`src/rtl/pc_seq_pkg.sv`:
```
// Shared types and constants for the program-counter sequencer.
package pc_seq_pkg;

    typedef enum logic [1:0] {
        OP_SEQ    = 2'd0,
        OP_BRANCH = 2'd1,
        OP_JAL    = 2'd2,
        OP_JALR   = 2'd3
    } op_e;

    typedef enum logic [1:0] {
        ST_IDLE = 2'd0,
        ST_WAIT = 2'd1,
        ST_LOAD = 2'd2
    } state_e;

    localparam logic [31:0] DEFAULT_RESET_PC = 32'h0000_0000;

endpackage

```
`src/rtl/target_align_check.sv`:
```
// Combinational alignment check of a jump/branch target.
// RVC_ALIGN_EN defined: 2-byte alignment; otherwise 4-byte alignment.
module target_align_check (
    input  logic [31:0] target,
    output logic        misaligned
);

`ifdef RVC_ALIGN_EN
    logic unused_hi;
    assign unused_hi  = ^target[31:1];
    assign misaligned = target[0];
`else
    logic unused_hi;
    assign unused_hi  = ^target[31:2];
    assign misaligned = |target[1:0];
`endif

endmodule

```
`src/rtl/pc_sequencer.sv`:
```
// PC sequencer: +4 stepping in place, jumps through the external clocked offset adder.
// Alignment rule selected by RVC_ALIGN_EN (see target_align_check).
//
// state   | meaning
// --------+-----------------------------------------------
// ST_IDLE | ready for a request; SEQ/not-taken done here
// ST_WAIT | operands on add_a/add_b, adder capturing sum
// ST_LOAD | add_sum valid; check alignment, load pc/fault
module pc_sequencer
    import pc_seq_pkg::*;
#(
    parameter logic [31:0] RESET_PC = DEFAULT_RESET_PC
) (
    input  logic        clk,
    input  logic        reset_n,
    input  logic        req_valid,
    output logic        req_ready,
    input  logic [1:0]  req_op,
    input  logic        req_taken,
    input  logic [31:0] req_offset,
    input  logic [31:0] req_base,
    output logic [31:0] add_a,
    output logic [31:0] add_b,
    input  logic [31:0] add_sum,
    output logic [31:0] pc,
    output logic [31:0] link,
    output logic        done,
    output logic        fault,
    output logic [31:0] fault_addr
);

    state_e      state, state_next;
    op_e         op;
    logic        accept;
    logic        is_jump;
    logic        is_jalr;
    logic [31:0] pc_inc;
    logic [31:0] target;
    logic        misaligned;

    assign op        = op_e'(req_op);
    assign req_ready = (state == ST_IDLE);
    assign accept    = req_valid && req_ready;
    assign pc_inc    = pc + 32'd4;
    assign is_jump   = ((op == OP_BRANCH) && req_taken) || (op == OP_JAL) || (op == OP_JALR);
    assign target    = is_jalr ? {add_sum[31:1], 1'b0} : add_sum;

    target_align_check u_align (
        .target     (target),
        .misaligned (misaligned)
    );

    always_ff @(posedge clk or negedge reset_n) begin
        if (!reset_n) begin
            state <= ST_IDLE;
        end else begin
            state <= state_next;
        end
    end

    always_comb begin
        state_next = state;
        case (state)
            ST_IDLE: if (accept && is_jump) state_next = ST_WAIT;
            ST_WAIT: state_next = ST_LOAD;
            ST_LOAD: state_next = ST_IDLE;
            default: state_next = ST_IDLE;
        endcase
    end

    always_ff @(posedge clk or negedge reset_n) begin
        if (!reset_n) begin
            pc         <= RESET_PC;
            link       <= 32'd0;
            add_a      <= 32'd0;
            add_b      <= 32'd0;
            is_jalr    <= 1'b0;
            done       <= 1'b0;
            fault      <= 1'b0;
            fault_addr <= 32'd0;
        end else begin
            done  <= 1'b0;
            fault <= 1'b0;
            case (state)
                ST_IDLE: begin
                    if (accept) begin
                        link <= pc_inc;
                        if (is_jump) begin
                            add_a   <= (op == OP_JALR) ? req_base : pc;
                            add_b   <= req_offset;
                            is_jalr <= (op == OP_JALR);
                        end else begin
                            pc   <= pc_inc;
                            done <= 1'b1;
                        end
                    end
                end
                ST_LOAD: begin
                    done <= 1'b1;
                    if (misaligned) begin
                        fault      <= 1'b1;
                        fault_addr <= target;
                    end else begin
                        pc <= target;
                    end
                end
                default: ;
            endcase
        end
    end

endmodule

```
`config.mk`:
```
export PLATFORM = sky130hd
export DESIGN_NAME = pc_sequencer
export DESIGN_NICKNAME = d
export VERILOG_FILES = /design/src/rtl/pc_seq_pkg.sv /design/src/rtl/target_align_check.sv /design/src/rtl/pc_sequencer.sv
export SDC_FILE = /design/constraint.sdc
export NUM_CORES = 1
export LEC_CHECK = 0
export ABC_AREA = 0
export BUFFER_PORTS_ARGS = -buffer_cell sky130_fd_sc_hd__buf_2
export CORE_UTILIZATION = 30
export CTS_CLUSTER_SIZE = 14
export DETAILED_ROUTE_END_ITERATION = 8
export PLACE_DENSITY_LB_ADDON = 0.05
export SLEW_MARGIN = 20
export SYNTH_ARGS = -nofsm -noshare
export SYNTH_HDL_FRONTEND = slang
export SYNTH_HIERARCHICAL = 1
export SYNTH_SLANG_ARGS = --single-unit
```
`constraint.sdc`:
```
create_clock -name clk -period 5.05 [get_ports clk]
set_clock_uncertainty 0.15 [all_clocks]
set_input_delay 1.01 -clock clk [delete_from_list [all_inputs] [get_ports clk]]
set_output_delay 1.01 -clock clk [all_outputs]
set_load 0.02 [all_outputs]
```
### After elaboration in Yosys (flattened, before gate mapping)

Cells that the tools add are included.

* word-level logic and storage cells: 44
* bits of input ports: 102
* register bits after elaboration: 165

* mux-type cells: 13
* eq/ne operators: 9
* reduce and logical (&&, ||, !) cells: 12
* $add $sub $neg: 1

Operator list (count)
* $mux 32: 4
* $pmux 32 s2: 1
* $add 32x3->32 const B: 1
* $eq 2x2->1 const B: 3
* $mux 1: 5
* $eq 2x1->1 const B: 2
* $ne 2x1->1 const B: 2
* $ne 2x2->1 const B: 2
* $pmux 2 s2: 1
* $reduce_and 2->1: 2
* $reduce_and 4->1: 1
* $logic_and 1x1->1: 3
* $reduce_and 3->1: 1
* $logic_not 2->1: 1
* $logic_or 1x1->1: 2
* $mux 2: 1
* $pmux 1 s2: 1
* $reduce_bool 2->1: 1
* $reduce_or 2->1: 1

### Depth between registers and ports, before layout

* depth in word-level cells: 7
* depth in mapped cells: 10
* depth with buffers taken out: 7

### Modules after synthesis

The synthesis kept the hierarchy.

Modules (own cells, without submodules)
* pc_sequencer: times used 1, cells each 756, area an instance 7523.5 um^2, sequential area each 4129.0 um^2
* target_align_check: times used 1, cells each 1, area an instance 6.3 um^2, sequential area each 0.0 um^2

### Least setup slack after synthesis

No wires, ideal clock.

* kind: input to register
* from: in add_sum[0]
* to: reg pc[10]
* cell stages on the path: 9
* path slack: 2.223 ns
* library setup time: 0.135 ns
* arrival: 2.542 ns
* data required time: 4.765 ns
* cells stage by stage: nor2b_1 or2_1 clkbuf_1 inv_1 nor2_2 or3_1 clkbuf_1 clkbuf_1 o21ai_0

* longest elaborated chain between the ends: 4

Ends and longest elaborated chain
* from (decl): line pc_sequencer.sv:24 `input logic [31:0] add_sum,`
* $mux 1: line pc_sequencer.sv:46 `assign target = is_jalr ? {add_sum[31:1], 1'b0} : add_sum;`
* $reduce_or 2->1: line target_align_check.sv:15 `assign misaligned = |target[1:0];`
* via misaligned: line pc_sequencer.sv:39 `logic misaligned;`
* $ne 2x2->1 (no line)
* $reduce_and 4->1 (no line)
* to (signal assigned): line pc_sequencer.sv:93 `pc <= pc_inc;`
* to (signal assigned): line pc_sequencer.sv:104 `pc <= target;`
* to (decl): line pc_sequencer.sv:25 `output logic [31:0] pc,`

The timed path passes the listed nets, and every way through them passes these cells.
A chain may end at the register's enable or synchronous reset.

### Worst setup path after layout

* from: reg state[0]
* to: reg pc[12]

* longest elaborated chain between the ends: 4
* elaborated cells on any way between the ends: 9
* those cells by class: eq/ne (4); mux (1); reduce/logical (4)

Ends and longest elaborated chain
* from (decl): line pc_sequencer.sv:32 `state_e state, state_next;`
* from (signal assigned): line pc_sequencer.sv:57 `state <= state_next;`
* $logic_not 2->1: line pc_sequencer.sv:42, pc_sequencer.sv:84
* $logic_and 1x1->1: line pc_sequencer.sv:43 `assign accept = req_valid && req_ready;`
* $ne 2x1->1 (no line)
* $reduce_and 4->1 (no line)

Several ways; a longest one is shown, not always the timed one.

==> results.md <==
* Status: finished clean
* Yosys reg bits at 165
* Final nets at 1,096
* Post-synth EDFFs at 0
* Most frequent cells in the layout: buf_2, nand2_1, dfrtp_1
* Starting Density at 30.78%
* Non-Filler Instances at 1,330
* Clock sink total at 165
* Final worst slack at 1.819 ns
* Post-synthesis sequential area ratio at 54.84%
* H-tree levels at 4
* Vias per cell at 4.712
* CP max-delay cell: nand2b_2
* Top delay family on crit path: simple AND/OR/NAND/NOR gates
* Post-CTS sizing at 0
* Yosys warns at 6
* Setup bufs post-CTS at 0
* DIE WIDTH at 160.4 um
* Worst slew margin at 39.83%
* Initial antenna violation count at 0
* Die area at 0.02574 mm^2
* Critical Path Max Stage Delay at 0.79 ns
* Largest net degree at the start of global routing at 94
* Crit path buf inv count at 0
* Most common cell after layout, fill and taps aside: buf_2
* Mean Syn Cell Area at 9.947 um^2
* Row count at 57
* CP Data Required Time at 5.19 ns
* Post-Synthesis Cells at 757
* Iteration-0 DRC Markers at 262
* Final Hold Fails at 0
* Routed WL at 22.76 mm
* R2r startpoint: state[0]
* Critical path class: reg2reg
* Worst reg2reg setup slack at 1.82 ns
* Worst-Margin Slew at 0.9004 ns
* Max Cap Violations at 0
* Final instance area at 0.009721 mm^2
* Critical Path End: pc[12]
* Crit end category: flop
* Distinct cells, synth at 49
* Setup TNS at 0 ns
* First-pass GRT wire length at 35.99 mm
* Setup WS pre-CTS at 1.576 ns
* RR Endpoint: pc[12]
* RD Place Congestion at 0.7710
* R2r worst-path depth at 5
* Syn Nets at 860
* Total clock buffers created by CTS at 17
* Fin crit share at 63.97%
* CP Launch Type: flop
* Clock Path Buffers at 2
* Hold_buf cts at 0
* Core area at 0.02446 mm^2
* CP Cell Sequence: nand2b_2 -> nor2_4 -> nor3_4 -> o21ai_0 -> o2bb2ai_1
* Worst-path fanout max at 37
* Worst skew pair latency at 0.43 ns
* Top FF cell, synth: dfrtp_1
* DRT antenna net count at 0
* CTS tree: yes
* Port bufs at 264
* Min Tclk post-route at 3.231 ns
* Worst hold margin at 0.3184 ns
* CP Launch Point: state[0]
* Final setup viols at 0
* Fmax at 309.5 MHz
* Worst hold stages at 2
* Static leakage at 4.806 nW
* Layout area overhead at 29.10%
* I/O pins at 265
* Total track usage at 18.12%
* Share of cells above drive strength 1 at 35.39%
* Detailed placer's ending HPWL at 15.97 mm
* Placed Instances at 1,298
* DIE HEIGHT at 160.4 um
* # DRC at 0
* Via Count at 6,267
* Vias in the first global route at 6,217
* Min-delay worst type: reg2reg
* Pwr Total at 5.379 mW
* WP data arrival at 3.38 ns
* Async SR Flop Fraction at 100.0%
* Layout Utilization at 39.74%
* Drt wl/cell at 17.11 um
* Post-Syn Area at 0.007530 mm^2
* CP Depth at 5
* Pwr/cell area at 553.4 mW/mm^2
* Root Buffer Master: clkbuf_16
* Drt pass-1 iters at 6
* RSZ-0062 raised after global routing: no
* Overflow after GRT at 0
* VDD IR-drop max at 173.5 uV
* Dpl cell area at 0.009115 mm^2
* Max Slew Vio Count at 0
* Diodes inserted at 0
* Clock transition at path regs at 0.07 ns
-- routing by layer --
metal	GRT usage [%]	vias up	share of wire (%)
li1	-	3079	-
met1	24.84	2988	47
met2	28.37	184	46
met3	4.132	16	5.8
met4	5.541	0	0.97
met5	0	-	0
-- Yosys cell counts (all sizes together) (9+ instances only) --
| cell type | instances | share of area, % |
|---|---|---|
| nand3 | 27 | 1.9 |
| nor2 | 28 | 1.5 |
| o21ai | 80 | 5.3 |
| nor3 | 11 | 1.2 |
| mux2i | 33 | 4.4 |
| xor2 | 10 | 1.2 |
| clkbuf | 35 | 1.7 |
| dfrtp | 165 | 55 |
| xnor2 | 17 | 2.0 |
| and3 | 9 | 0.75 |
| nand2 | 187 | 9.3 |
| nor4 | 9 | 0.95 |
| mux2 | 34 | 5.1 |
| a21oi | 20 | 1.3 |
| buf | 19 | 1.4 |
-- report_power, final --
part,switching [mW],total (mW),internal [mW],leakage (nW)
Combinational,1.18,1.87,0.692,2.51
Clock,0.597,1.34,0.741,0.298
Sequential,0.413,2.17,1.76,2.00
Total,2.19,5.38,3.19,4.81
-- registers in the layout, summed over array words and instances (netlist names) --
register    flops
add_a          32
add_b          32
fault_addr     32
link           32
pc             32
state           2
done            1
fault           1
is_jalr         1
-- tightest hold or removal path: cells and delay by family (launching register included) --
family	cells	cell delay [ns]
flip-flops	1	0.34
AND/OR/NAND/NOR	2	0.10
-- layout make-up --
class / count / area, um^2
clock buffer: 20 / 466.7
clock inverter: 12 / 133.9
fill: 2517 / 14740
inverter: 5 / 18.77
multi-input combinational: 533 / 3184
sequential: 165 / 4129
tap: 324 / 405.4
timing repair buffer: 271 / 1383
-- cell families after synthesis --
| family | share of synthesized area (%) |
|---|---|
| and+or+nand+nor | 18.89 |
| DFF | 54.84 |
| AOI/OAI and AO/OA | 10.10 |
| muxes | 9.472 |
| buffers and inverters | 3.390 |
| xor gates and xnor gates | 3.140 |
| adders and majority gates | 0.1661 |
-- worst min path at each step --
stage	to	start
3_3_place_gp	add_b[29]	add_b[29]
3_5_place_dp	add_b[1]	add_b[1]
6_report	add_b[1]	add_b[1]
2_1_floorplan	is_jalr	is_jalr
4_1_cts	add_b[1]	add_b[1]
5_1_grt	add_b[27]	add_b[27]
(Power assumes the default switching activity.)
